`config.mk`:
```
export PLATFORM = sky130hd
export DESIGN_NAME = serial_addsub_seq
export DESIGN_NICKNAME = d
export VERILOG_FILES = /design/src/rtl/serial_addsub_pkg.sv /design/src/rtl/full_adder.sv /design/src/rtl/serial_addsub_seq.sv
export SDC_FILE = /design/constraint.sdc
export NUM_CORES = 1
export LEC_CHECK = 0
export ABC_AREA = 1
export BUFFER_PORTS_ARGS = -buffer_cell sky130_fd_sc_hd__buf_2
export CORE_MARGIN = 10
export CORE_UTILIZATION = 45
export DETAILED_ROUTE_END_ITERATION = 10
export GPL_ROUTABILITY_DRIVEN = 0
export PLACE_DENSITY = 0.66
export SYNTH_ARGS = -nofsm -noshare
export SYNTH_HDL_FRONTEND = slang
export SYNTH_SLANG_ARGS = --single-unit
```
`constraint.sdc`:
```
create_clock -name clk -period 3.35 [get_ports clk]
set_input_delay 0.67 -clock clk [delete_from_list [all_inputs] [get_ports clk]]
set_output_delay 0.67 -clock clk [all_outputs]
set_load 0.03 [all_outputs]
```
`src/rtl/serial_addsub_pkg.sv`:
```
// Shared types and constants for the bit-serial adder/subtractor sequencer.
// Optional feature macro used by this design: SERIAL_ADDSUB_OVF_EN
package serial_addsub_pkg;

    // Sequencer states: waiting for a request, streaming bits, holding a result
    typedef enum logic [1:0] {
        ST_IDLE  = 2'd0,
        ST_SHIFT = 2'd1,
        ST_DONE  = 2'd2
    } state_t;

    // Operation select encoding on Data_in_Sub
    localparam logic OP_ADD = 1'b0;
    localparam logic OP_SUB = 1'b1;

endpackage

```
`src/rtl/full_adder.sv`:
```
// Single-bit full adder cell; the shared 1-bit arithmetic resource.
module full_adder (
    input  logic Data_in_A,
    input  logic Data_in_B,
    input  logic Data_in_C,
    output logic Data_out_Sum,
    output logic Data_out_Carry
);

    // Sum and carry of three one-bit inputs
    always_comb begin
        Data_out_Sum   = Data_in_A ^ Data_in_B ^ Data_in_C;
        Data_out_Carry = (Data_in_A & Data_in_B) | (Data_in_C & (Data_in_A ^ Data_in_B));
    end

endmodule

```
`src/rtl/serial_addsub_seq.sv`:
```
// Bit-serial adder/subtractor sequencer. Streams two WIDTH-bit operands LSB
// first through one full_adder cell over WIDTH cycles, then holds the result
// until the consumer acknowledges it.
// Subtraction is A + ~B + 1: B is inverted at capture and the carry flop is
// preloaded with 1.
// Optional feature macro: SERIAL_ADDSUB_OVF_EN adds Data_out_Ovf (signed
// overflow) and the one flop that records the carry into the MSB cell.
module serial_addsub_seq
    import serial_addsub_pkg::*;
#(
    parameter int WIDTH = 8
) (
    input  logic             clk,
    input  logic             rst_n,
    input  logic             Data_in_Start,
    input  logic             Data_in_Sub,
    input  logic [WIDTH-1:0] Data_in_A,
    input  logic [WIDTH-1:0] Data_in_B,
    input  logic             Data_in_Ack,
    output logic             Data_out_Busy,
    output logic             Data_out_Valid,
    output logic [WIDTH-1:0] Data_out_Sum,
    output logic             Data_out_Carry
`ifdef SERIAL_ADDSUB_OVF_EN
   ,output logic             Data_out_Ovf
`endif
);

    localparam int              CNT_W = $clog2(WIDTH);
    localparam logic [CNT_W-1:0] LAST_BIT = CNT_W'(WIDTH - 1);

    state_t             state_q, state_d;
    logic [CNT_W-1:0]   cnt_q, cnt_d;
    logic               carry_q, carry_d;
    logic [WIDTH-1:0]   a_sr_q, a_sr_d;
    logic [WIDTH-1:0]   b_sr_q, b_sr_d;
    logic [WIDTH-1:0]   sum_sr_q, sum_sr_d;
    logic               fa_sum, fa_carry;
`ifdef SERIAL_ADDSUB_OVF_EN
    logic               cin_msb_q, cin_msb_d;
`endif

    // The one shared adder cell sees the current LSBs and the running carry
    full_adder u_fa (
        .Data_in_A      (a_sr_q[0]),
        .Data_in_B      (b_sr_q[0]),
        .Data_in_C      (carry_q),
        .Data_out_Sum   (fa_sum),
        .Data_out_Carry (fa_carry)
    );

    // Next-state logic for the FSM, counter, shift registers and carry flop
    always_comb begin
        // NOTE: every signal gets a hold-value default first so no path leaves it unassigned (no latch).
        state_d  = state_q;
        cnt_d    = cnt_q;
        carry_d  = carry_q;
        a_sr_d   = a_sr_q;
        b_sr_d   = b_sr_q;
        sum_sr_d = sum_sr_q;
`ifdef SERIAL_ADDSUB_OVF_EN
        cin_msb_d = cin_msb_q;
`endif
        case (state_q)
            ST_IDLE: begin
                if (Data_in_Start) begin
                    a_sr_d   = Data_in_A;
                    b_sr_d   = (Data_in_Sub == OP_ADD) ? Data_in_B : ~Data_in_B;
                    carry_d  = (Data_in_Sub == OP_SUB);
                    cnt_d    = '0;
                    sum_sr_d = '0;
                    state_d  = ST_SHIFT;
                end
            end
            ST_SHIFT: begin
                sum_sr_d = {fa_sum, sum_sr_q[WIDTH-1:1]};
                a_sr_d   = {1'b0, a_sr_q[WIDTH-1:1]};
                b_sr_d   = {1'b0, b_sr_q[WIDTH-1:1]};
                carry_d  = fa_carry;
                if (cnt_q == LAST_BIT) begin
                    // Last bit is consumed on this edge; counter parks at zero
                    cnt_d   = '0;
                    state_d = ST_DONE;
`ifdef SERIAL_ADDSUB_OVF_EN
                    cin_msb_d = carry_q;
`endif
                end else begin
                    cnt_d = cnt_q + 1'b1;
                end
            end
            ST_DONE: begin
                // Start is deliberately ignored here; only Ack releases the result
                if (Data_in_Ack) begin
                    state_d = ST_IDLE;
                end
            end
            default: state_d = ST_IDLE;
        endcase
    end

    // State registers; reset aborts any operation in flight
    always_ff @(posedge clk or negedge rst_n) begin
        if (!rst_n) begin
            // NOTE: shift registers are cleared on reset so an aborted operation leaves no residue.
            state_q  <= ST_IDLE;
            cnt_q    <= '0;
            carry_q  <= 1'b0;
            a_sr_q   <= '0;
            b_sr_q   <= '0;
            sum_sr_q <= '0;
`ifdef SERIAL_ADDSUB_OVF_EN
            cin_msb_q <= 1'b0;
`endif
        end else begin
            // NOTE: non-blocking assignments so every flop samples pre-edge values.
            state_q  <= state_d;
            cnt_q    <= cnt_d;
            carry_q  <= carry_d;
            a_sr_q   <= a_sr_d;
            b_sr_q   <= b_sr_d;
            sum_sr_q <= sum_sr_d;
`ifdef SERIAL_ADDSUB_OVF_EN
            cin_msb_q <= cin_msb_d;
`endif
        end
    end

    // Outputs decoded from state; the result is shown only while Valid
    always_comb begin
        Data_out_Busy  = (state_q == ST_SHIFT);
        Data_out_Valid = (state_q == ST_DONE);
        Data_out_Sum   = Data_out_Valid ? sum_sr_q : '0;
        Data_out_Carry = Data_out_Valid & carry_q;
`ifdef SERIAL_ADDSUB_OVF_EN
        Data_out_Ovf   = Data_out_Valid & (cin_msb_q ^ carry_q);
`endif
    end

endmodule

```
==> Word-level counts from Yosys, hierarchy flattened <==
Index checks and enable logic that the tools add are counted.
{ "word_totals": {"regBits": 30, "inputBits": 21, "output_inout_bits": 11, "elab_cells": 41} }
{ "classes": {"n_addsub": 1, "eq_ne": 6, "muxes": 17, "n_bitwise": 7, "reduce_logical": 4} }
{ "op_table": {"columns": ["operator", "n"], "rows": [
  ["case mux 8 bit (2 select lines)", 3],
  ["2-to-1 mux 8 bit", 5],
  ["inverter 8 bit", 1],
  ["2-to-1 mux 2 bit", 3],
  ["2-to-1 mux 3 bit", 2],
  ["case mux 2 bit (3 select lines)", 1],
  ["case mux 3 bit (2 select lines)", 1],
  ["!= test 2 bit (second input constant)", 2],
  ["adder 3 x 1 -> 3 bit (second input constant)", 1],
  ["bitwise AND 1 bit", 3],
  ["equality test 3 bit (second input constant)", 1],
  ["AND reduction 3 bit", 1],
  ["equality test 2 x 1 -> 1 bit (second input constant)", 1],
  ["equality test 2 bit (second input constant)", 1],
  ["logical NOT 2 bit", 1],
  ["!= test 2 x 1 -> 1 bit (second input constant)", 1],
  ["case mux 1 bit (2 select lines)", 1],
  ["AND reduction 2 bit", 1],
  ["nonzero test 2 bit", 1],
  ["bitwise XOR 1 bit", 2],
  ["2-to-1 mux 1 bit", 1],
  ["OR 1 bit", 1]
]} }

==> Logic depth before layout (Yosys ltp) <==
Gate-level depths: netlist (run 1).
{ "depth": {"depth_word": 4, "depth_mapped": 6} }

==> By module <==
A second synthesis (run 1) with hierarchy kept.
{ "unflattened": {"cells_unflattened": 196, "area_unflattened_um2": 1514.0} }
{ "by_module_without_submodules": {"columns": ["module", "n_inst", "cells_each", "area_each_um2", "seq_area_each_um2"], "rows": [
  ["serial_addsub_seq", 1, 195, 1493.9, 750.7],
  ["full_adder", 1, 1, 20.0, 0.0]
]} }

==> Worst setup path after synthesis (run 1) <==
No wires, ideal clock.
{ "synth_path": {"path_type": "register to output", "start": "register state_q[0]", "end": "output Data_out_Carry", "t_arrival_ns": 1.103, "required_ns": 2.680, "slack_ns": 1.577, "stages_incl_launch_ff": 5, "n_path_buf": 1, "path_cell_list": "dfrtp_1 -> inv_2 -> nand2_1 -> buf_2 -> nor2_1"} }
{ "synth_via": {"elab_chain_len": 2} }
{ "synth_rtl": {"columns": ["element", "line", "source"], "rows": [
  ["start, declared", "serial_addsub_seq.sv:32", "state_t state_q, state_d;"],
  ["start signal, assigned", "serial_addsub_seq.sv:116", "state_q <= state_d;"],
  ["equality test 2 bit", "serial_addsub_seq.sv:131", "Data_out_Valid = (state_q == ST_DONE);"],
  ["bitwise AND 1 bit", "serial_addsub_seq.sv:133", "Data_out_Carry = Data_out_Valid & carry_q;"],
  ["end, declared", "serial_addsub_seq.sv:23", "output logic Data_out_Carry"]
]} }
Every way passes these cells.

==> Worst setup path in the final report (run 1) <==
{ "layout_path": {"start": "register state_q[0]", "end": "output Data_out_Sum[2]"} }
{ "layout_via": {"elab_chain_len": 2} }
{ "layout_rtl": {"columns": ["element", "line", "source"], "rows": [
  ["equality test 2 bit", "serial_addsub_seq.sv:131", null],
  ["2-to-1 mux 8 bit", "serial_addsub_seq.sv:132", "Data_out_Sum = Data_out_Valid ? sum_sr_q : '0;"],
  ["end, declared", "serial_addsub_seq.sv:22", "output logic [WIDTH-1:0] Data_out_Sum,"]
]} }
Every way passes these cells.

==> results of run 1 <==
area by class of cell:
class / count / area share
multi-input combinational: 134 / 0.402
clock buffer: 7 / 0.0445
tap: 48 / 0.0310
clock inverter: 1 / 0.00258
sequential: 30 / 0.387
inverter: 25 / 0.0484
timing repair buffer: 32 / 0.0839
routing by layer:
layer,GRT usage,vias to the layer above
met4,0.0306,0
met1,0.136,628
met2,0.162,28
met5,0,-
li1,-,692
met3,0.0491,4
registers in the layout (all words and copies together) (netlist names):
signal    cells
a_sr_q        8
b_sr_q        8
carry_q       1
cnt_q         3
state_q       2
sum_sr_q      8
layout by cell type (no fill, tap or decap):
master    count
buf_4         1
clkbuf_8      6
nor2_4        1
inv_2         5
nand3_2      23
buf_2        31
inv_1        20
nand3_1      28
ha_1          2
fa_1          1
nor2_1       11
o21ai_2       9
dfrtp_1      30
xor2_1        1
nand2_2       2
clkinv_2      1
o21ai_1       1
nand2_1      55
clkbuf_1      1
how the worst min path moves through the flow:
stage | from | endpoint | slack (ns) | cells after the start
5_1_grt | rst_n | sum_sr_q[5] | 0.46 | 1
3_3_place_gp | a_sr_q[7] | a_sr_q[6] | 0.47 | 2
6_report | rst_n | sum_sr_q[7] | 0.42 | 1
3_5_place_dp | a_sr_q[7] | a_sr_q[6] | 0.48 | 2
4_1_cts | rst_n | sum_sr_q[7] | 0.44 | 1
2_1_floorplan | rst_n | a_sr_q[0] | 0.37 | 0
where the power goes:
part / switching (mW) / internal (mW)
sequential: 0.0970 / 0.509
combinational: 0.357 / 0.195
clock: 0.131 / 0.165
kinds of logic after synthesis:
| family | count (synthesis) | synth area share |
|---|---|---|
| compound gates | 10 | 0.0486 |
| xor+xnor | 1 | 0.00508 |
| fa+ha+maj | 3 | 0.0261 |
| buf+inv | 37 | 0.112 |
| flops | 30 | 0.435 |
| simple gates | 120 | 0.372 |
through the flow:
step / std cells / util
floorplan: 201 / -
global placement: 269 / 0.501
detailed placement: 269 / 0.501
CTS: 277 / 0.525
global route: 277 / 0.525
finish: 277 / 0.525
critical path: cells and delay by family, from the launching register on:
kind,cells,cell delay [ns]
buf+inv,2,0.28
flops,1,0.45
simple gates,2,0.39
==> run_results.csv, run 1 <==
group,metric,value,unit
run_status,outcome,"finished clean",
timing,holdWs,0.423,ns
routing,wl,3390,um
placed_design,dpl_worst_slack,1.34,ns
power,p_leak,1.03,nW
setup_path,start_kind,"register",
floorplanning,dieArea,6710,sq um
setup_path,ff2ff_path_depth,5,
clock_network,clk_latency,0.28,ns
clock_network,numCtsBuffers,5,
timing,setup_ws,1.27,ns
placed_design,placed_cell_area,1850,sq um
cells_and_area,seq_area,751,sq um
synth,synthCells,201,
routing,m1WireLength,1510,um
cells_and_area,antenna_cells,0,
synth,synth_flop_cell,"dfrtp_1",
setup_path,slowest_stage,"dfrtp_1",
global_routing,antenna_found_initial,0,
floorplanning,initial_core_util,0.467,
routing,dr_total_vias,1352,
clock_network,clkTransAtPathRegs,0.06,ns
routing,drt_first_iter_violations,58,
timing,fin_crit_sh,0.621,
clock_network,htreeDepth,2,
setup_path,crit_type,"register to primary output",
power,irDropWorstVdd,0.000345,V
routing,route.detailed.drc,0,
synth,ys_warn_count,0,
placed_design,io_buffers,31,
setup_path,reg2reg_from,"state_q[1]",
cells_and_area,nFillCells,381,
cells_and_area,final_nets,252,
cells_and_area,multi_input_area,779,sq um
timing,setup_viol,0,
setup_path,cp.required,2.68,ns
clock_network,clock_path_buffers,2,
floorplanning,ioPinCount,32,
global_routing,grt_max_degree,38,
global_routing,overflow,0,
floorplanning,chipHeight,81.9,um
synth,synth_commonest_cells,"nand2_1 (55), dfrtp_1 (30), nand3_1 (28)",
synth,ys_async_sr_fraction,1.00,
synth,syn_area,1720,sq um
cells_and_area,drive_gt1_frac,0.345,
timing,setup_tns,0,ns
clock_network,hold_buffers,0,
timing,finalHoldViolCount,0,
timing,fin_skew,0.00583,ns
floorplanning,core_area,3690,sq um
floorplanning,rows,22,
synth,netlist.area_leader.share,0.435,
setup_path,cpPeakStageDelay,0.45,ns
global_routing,grt_use_total,0.108,
timing,report.final.slew_viol_count,0,
power,total_power,1.45,mW
routing,postRouteAntennaNets,0,
clock_network,cts_root_buffer,"clkbuf_8",
routing,wl_met2,1570,um
clock_network,cts_setup_buffers,0,
routing,top_layer_used,"met4",
setup_path,worstSetupStartpoint,"state_q[0]",
timing,max_freq,0.480,GHz
routing,met3_length,271,um
synth,synth_edf_count,0,
routing,routedWlPerCell,12.2,um
synth,ys_seq_elements,30,
placed_design,dp_hpwl,2350,um
timing,slew_headroom,0.500,
min_path,hp-class,"primary input to asynchronous set/reset pin",
global_routing,grt_pass1_wl,5760,um
synth,yosys.cell_types.count,17,
clock_network,clock_sinks,30,
timing,fin_crit,2.08,ns
timing,rsz0062_at_grt,"no",
setup_path,crit_chain,"inv_2, nand2_1, nor2_1, buf_2",
synth,netlist_top_cells_area,"dfrtp_1 (44%), nand3_2 (13%), nand2_1 (12%), nand3_1 (8.1%), o21ai_2 (4.6%)",
setup_path,rr_endpoint,"b_sr_q[0]",
floorplanning,die_w,81.9,um
timing,max_slew.worst_pin.slew,0.748,ns
cells_and_area,fin_area,1940,sq um
setup_path,crit_path_max_fanout,11,
synth,yosysMostFrequentCell,"nand2_1",
clock_network,cts_tree,"done",
synth,syn-num-nets,225,
power,power_density,750,nW/um^2
synth,synth.avg_cell_area,8.58,sq um
global_routing,grt_pass1_vias,1265,
routing,firstDrtPassIters,4,
setup_path,critPathCaptureType,"primary output",
synth,ys_seq_area_frac,0.435,
setup_path,rrSetupSlack,1.78,ns
routing,vias_per_cell,4.88,
setup_path,arrival,1.41,ns
clock_network,cts_resized,0,
job,max_cap_viol_count,0,
synth,synth_top_cell_by_area,"dfrtp_1",
cells_and_area,syn2layout_area_growth,12.4,%
setup_path,endpoint,"Data_out_Sum[2]",
Note: power is estimated with default switching activity, not from simulation.
==> run 2: changes to the inputs <==
- ABC_AREA: 1 -> 0
- PLACE_DENSITY: 0.66 -> 0.67
- clock period: 3.35 -> 2 ns (I/O delays scaled with it)
==> run 2 against run 1 <==
  * Critical endpoint is now Data_out_Busy
  * Highest routed layer unchanged
  * Combinational power is 49% higher
  * Non-clock buffer count rose by 5
  * Worst setup slack got worse by 1.1 ns
  * Sequential power grew 65%
  * Hold slack worse by 0.32 ns
==> run_results.csv, run 2 <==
group,metric,value,unit
timing,fin_crit_sh,0.910,
floorplanning,ioPinCount,32,
clock_network,cts_setup_buffers,0,
cells_and_area,fin_area,1790,sq um
synth,yosys.cell_types.count,29,
clock_network,clkTransAtPathRegs,0.08,ns
timing,slew_headroom,0.512,
cells_and_area,antenna_cells,0,
timing,max_freq,0.549,GHz
power,total_power,2.14,mW
global_routing,grt_max_degree,31,
power,power_density,1200,nW/um^2
clock_network,clk_latency,0.32,ns
global_routing,grt_pass1_vias,1306,
timing,holdWs,0.101,ns
routing,postRouteAntennaNets,0,
synth,synthCells,149,
setup_path,cpPeakStageDelay,0.39,ns
setup_path,critPathCaptureType,"primary output",
cells_and_area,final_nets,206,
cells_and_area,syn2layout_area_growth,15.9,%
synth,netlist_top_cells_area,"dfrtp_1 (49%), a22o_1 (5.1%), a22oi_1 (4.4%), o21ai_0 (4.2%), a221o_1 (3.2%)",
clock_network,clock_path_buffers,2,
cells_and_area,top_regs,"a_sr_q x8, b_sr_q x8, sum_sr_q x8",
synth,ys_warn_count,0,
floorplanning,die_w,78.6,um
synth,synth.avg_cell_area,10.4,sq um
synth,ys_seq_area_frac,0.487,
timing,setup_tns,0,ns
cells_and_area,drive_gt1_frac,0.242,
power,irDropWorstVdd,0.000595,V
cells_and_area,mostFrequentLayoutCell,"buf_2",
cells_and_area,final_cell_mix,"buf_2 (31), dfrtp_1 (30), o21ai_0 (13)",
global_routing,antenna_found_initial,0,
clock_network,clock_sinks,30,
synth,yosysMostFrequentCell,"dfrtp_1",
setup_path,slowest_stage,"dfrtp_1",
setup_path,reg2reg_from,"state_q[0]",
clock_network,numCtsBuffers,5,
synth,synth_edf_count,0,
synth,ys_async_sr_fraction,1.00,
clock_network,cts_resized,0,
setup_path,worstSetupStartpoint,"state_q[1]",
floorplanning,chipHeight,78.6,um
placed_design,placed_cell_area,1740,sq um
timing,fin_crit,1.82,ns
setup_path,crit_type,"register to primary output",
timing,setup_viol,0,
synth,ys_seq_elements,30,
synth,syn_area,1540,sq um
synth,synth_flop_cell,"dfrtp_1",
synth,netlist.area_leader.share,0.487,
setup_path,start_kind,"register",
setup_path,crit_path_max_fanout,10,
routing,routedWlPerCell,15.0,um
floorplanning,dieArea,6170,sq um
routing,vias_per_cell,5.45,
placed_design,dp_hpwl,2520,um
synth,syn-num-nets,173,
routing,drt_first_iter_violations,67,
setup_path,crit_chain,"nand2b_2, inv_1, buf_4, buf_2",
routing,dr_total_vias,1243,
timing,finalHoldViolCount,0,
timing,rsz0062_at_grt,"no",
job,max_cap_viol_count,0,
setup_path,arrival,1.42,ns
timing,fin_skew,0.00835,ns
clock_network,cts_tree,"done",
run_status,outcome,"finished clean",
timing,report.final.slew_viol_count,0,
placed_design,io_buffers,31,
routing,wl,3430,um
global_routing,grt_use_total,0.117,
floorplanning,initial_core_util,0.462,
setup_path,cp.required,1.60,ns
min_path,hp-class,"primary input to asynchronous set/reset pin",
floorplanning,core_area,3340,sq um
synth,synth_top_cell_by_area,"dfrtp_1",
clock_network,hold_buffers,0,
clock_network,cts_root_buffer,"clkbuf_4",
routing,route.detailed.drc,0,
floorplanning,rows,21,
synth,synth_commonest_cells,"dfrtp_1 (30), o21ai_0 (13), a22o_1 (9), a22oi_1 (9), inv_1 (9)",
power,p_leak,0.843,nW
global_routing,grt_pass1_wl,5870,um
global_routing,overflow,0,
routing,firstDrtPassIters,4,
timing,max_slew.worst_pin.slew,0.730,ns
clock_network,htreeDepth,2,
## run 2: cell count changes after synthesis, sizes merged, moves of 4 or more
cell	before	now
xnor2	0	5
a21oi	0	8
nor2	12	3
nand3	51	0
a221o	0	5
and2b	0	4
nand2	57	8
nor2b	0	7
inv	25	9
and2	0	8
a22o	0	9
a22oi	0	9
## run 2: worst paths after layout
kind	endpoint	slack [ns]	cells after the start
max	Data_out_Busy	0.18	4
max reg2reg	sum_sr_q[0]	0.48	3
max in group asynchronous	sum_sr_q[2]	1.46	1
min	sum_sr_q[5]	0.10	1
min reg2reg	cnt_q[0]	0.50	1
min in group clk	state_q[1]	0.25	2
## run 2: area by class of cell
type	count	area [sq um]
Fill cell	324	1550
Sequential cell	30	751
Timing Repair Buffer	37	200
Tap cell	46	57.6
Inverter	9	33.8
Multi-Input combinational cell	99	701
Clock buffer	7	45.0
## run 2: through the flow
step,worst slack [ns],cells,utilization
global placement,0.516,221,0.522
floorplan,0.0486,149,-
global route,0.0442,228,0.536
detailed placement,0.449,221,0.522
finish,0.179,228,0.536
CTS,0.145,228,0.536
## run 2: kinds of logic (layout without fill, tap and decap cells)
group | count (synthesis) | in the layout | share of synthesized area
AOI/OAI and AO/OA | 55 | 55 | 0.253
and+or+nand+nor | 32 | 32 | 0.120
DFF | 30 | 30 | 0.487
buffers and inverters | 20 | 53 | 0.0592
xor gates and xnor gates | 8 | 8 | 0.0454
adders and majority gates | 3 | 3 | 0.0292
muxes | 1 | 1 | 0.00649
## run 2: power by group
| part | leakage [nW] | internal, mW | switching, mW |
|---|---|---|---|
| registers | 0.391 | 0.838 | 0.161 |
| logic | 0.427 | 0.384 | 0.437 |
| clock network | 0.0254 | 0.132 | 0.188 |
## run 2: per-layer routing
metal	part of all wire	up-vias	GRT usage
li1	-	598	-
met1	0.43	597	0.132
met2	0.46	43	0.188
met3	0.095	5	0.0592
met4	0.013	0	0.0376
met5	0	-	0
## run 2: critical path: cells and delay by family (launching register included)
family	cells	cell delay, ns
buf+inv	3	0.48
flops	1	0.39
simple gates	1	0.23
==> run 3: changes to the inputs <==
- CORE_UTILIZATION: 45 -> 53
- PLACE_DENSITY: 0.67 -> 0.77
==> run 3 against run 2 <==
  * First-iteration DRC count rose by 1.5%
  * Clock skew about the same
  * Hold slack got worse by 0.026 ns
  * Largest cell class unchanged
  * Sequential cell count did not move
  * Final cell count down 6.6%
  * Non-clock buffer count is 1 lower
  * Combinational power is 1% higher
  * Sequential share of layout area increased by 0.21 points
  * Clock-buffer cell count did not move
  * Largest power group unchanged
  * Core utilization is 10 points higher
  * Power is 3.1% higher
  * Sequential power barely moved
==> run_results.csv, run 3 (same netlist as run 2, synthesis figures left out) <==
group,metric,value,unit
clock_network,cts_setup_buffers,0,
cells_and_area,syn2layout_area_growth,15.3,%
cells_and_area,utilization,0.640,
clock_network,clkTransAtPathRegs,0.10,ns
setup_path,arrival,1.52,ns
cells_and_area,nFillCells,233,
floorplanning,dieArea,5470,sq um
timing,slew_headroom,0.471,
floorplanning,core_area,2780,sq um
clock_network,numCtsBuffers,5,
placed_design,io_buffers,31,
global_routing,overflow,0,
routing,wl,3430,um
timing,setup_ws,0.0803,ns
cells_and_area,mostFrequentLayoutCell,"buf_2",
clock_network,clock_path_buffers,2,
clock_network,htreeDepth,2,
floorplanning,initial_core_util,0.555,
power,power_density,1240,nW/um^2
global_routing,grt_pass1_vias,1320,
timing,finalHoldViolCount,0,
routing,postRouteAntennaNets,0,
setup_path,start_kind,"register",
timing,rsz0062_at_grt,"no",
job,max_cap_viol_count,0,
floorplanning,rows,19,
routing,drt_first_iter_violations,68,
cells_and_area,top_regs,"a_sr_q x8, b_sr_q x8, sum_sr_q x8",
run_status,outcome,"finished clean",
setup_path,cp.required,1.60,ns
cells_and_area,final_cell_mix,"buf_2 (31), dfrtp_1 (30), o21ai_0 (13)",
power,p_leak,0.847,nW
floorplanning,die_w,74.0,um
setup_path,reg2reg_from,"state_q[0]",
timing,holdWs,0.0747,ns
timing,max_slew.worst_pin.slew,0.791,ns
setup_path,critPathCaptureType,"primary output",
clock_network,cts_tree,"done",
routing,dr_total_vias,1210,
cells_and_area,antenna_cells,0,
setup_path,rr_endpoint,"sum_sr_q[0]",
clock_network,clock_sinks,30,
routing,route.detailed.drc,0,
routing,vias_per_cell,5.68,
timing,fin_crit,1.92,ns
placed_design,dp_hpwl,2470,um
global_routing,grt_pass1_wl,5950,um
setup_path,cpPeakStageDelay,0.40,ns
clock_network,clk_latency,0.34,ns
setup_path,crit_path_max_fanout,22,
global_routing,grt_max_degree,31,
power,total_power,2.21,mW
floorplanning,ioPinCount,32,
setup_path,rrSetupSlack,0.44,ns
global_routing,grt_use_total,0.138,
setup_path,ff2ff_path_depth,3,
global_routing,antenna_found_initial,0,
routing,firstDrtPassIters,4,
setup_path,slowest_stage,"dfrtp_1",
setup_path,crit_chain,"buf_4, nand2b_2, inv_1, buf_2",
cells_and_area,drive_gt1_frac,0.253,
cells_and_area,final_nets,205,
routing,routedWlPerCell,16.1,um
timing,fin_crit_sh,0.960,
timing,setup_viol,0,
min_path,hp-class,"primary input to asynchronous set/reset pin",
timing,setup_tns,0,ns
clock_network,cts_root_buffer,"clkbuf_4",
power,irDropWorstVdd,0.000830,V
clock_network,cts_resized,0,
floorplanning,chipHeight,74.0,um
timing,max_freq,0.521,GHz
timing,report.final.slew_viol_count,0,
clock_network,hold_buffers,0,
timing,fin_skew,0.00867,ns
placed_design,dpl_worst_slack,0.382,ns
setup_path,crit_type,"register to primary output",
-- run 3: worst max-delay path by stage --
stage,start,end
after floorplan,state_q[0],Data_out_Carry
after global placement,Data_in_Start,cnt_q[0]
after detailed placement,state_q[1],Data_out_Carry
after CTS,state_q[1],Data_out_Carry
after global routing,state_q[1],Data_out_Busy
final,state_q[1],Data_out_Busy
-- run 3: metrics by stage --
| stage | instance area (sq um) | std cells |
|---|---|---|
| floorplan | 1540 | 149 |
| global placement | 1720 | 205 |
| detailed placement | 1720 | 205 |
| CTS | 1780 | 213 |
| global route | 1780 | 213 |
| finish | 1780 | 213 |
-- run 3: per-layer routing --
metal / wire (um) / GRT usage / vias up
li1: - / - / 595
met1: 1410 / 0.147 / 580
met5: 0 / 0 / -
met2: 1730 / 0.233 / 28
met3: 250 / 0.0585 / 7
met4: 48 / 0.0600 / 0
-- run 3: worst max-delay path: cells and delay by family, from the launching register on --
family	cells	cell delay [ns]
buf+inv	3	0.53
simple gates	1	0.25
flops	1	0.40
-- run 3: where the power goes --
group	total, mW	switching, mW	internal (mW)
registers	0.992	0.154	0.838
logic	0.830	0.449	0.382
clock network	0.386	0.216	0.170
total	2.21	0.819	1.39
-- run 3: area by class of cell --
type | instances | area (sq um) | share of cell area
Sequential cell | 30 | 751 | 0.422
Multi-Input combinational cell | 99 | 703 | 0.395
Timing Repair Buffer | 36 | 193 | 0.108
Clock buffer | 7 | 55.1 | 0.0309
Tap cell | 31 | 38.8 | 0.0218
Inverter | 9 | 33.8 | 0.0190
Clock inverter | 1 | 5.00 | 0.00281
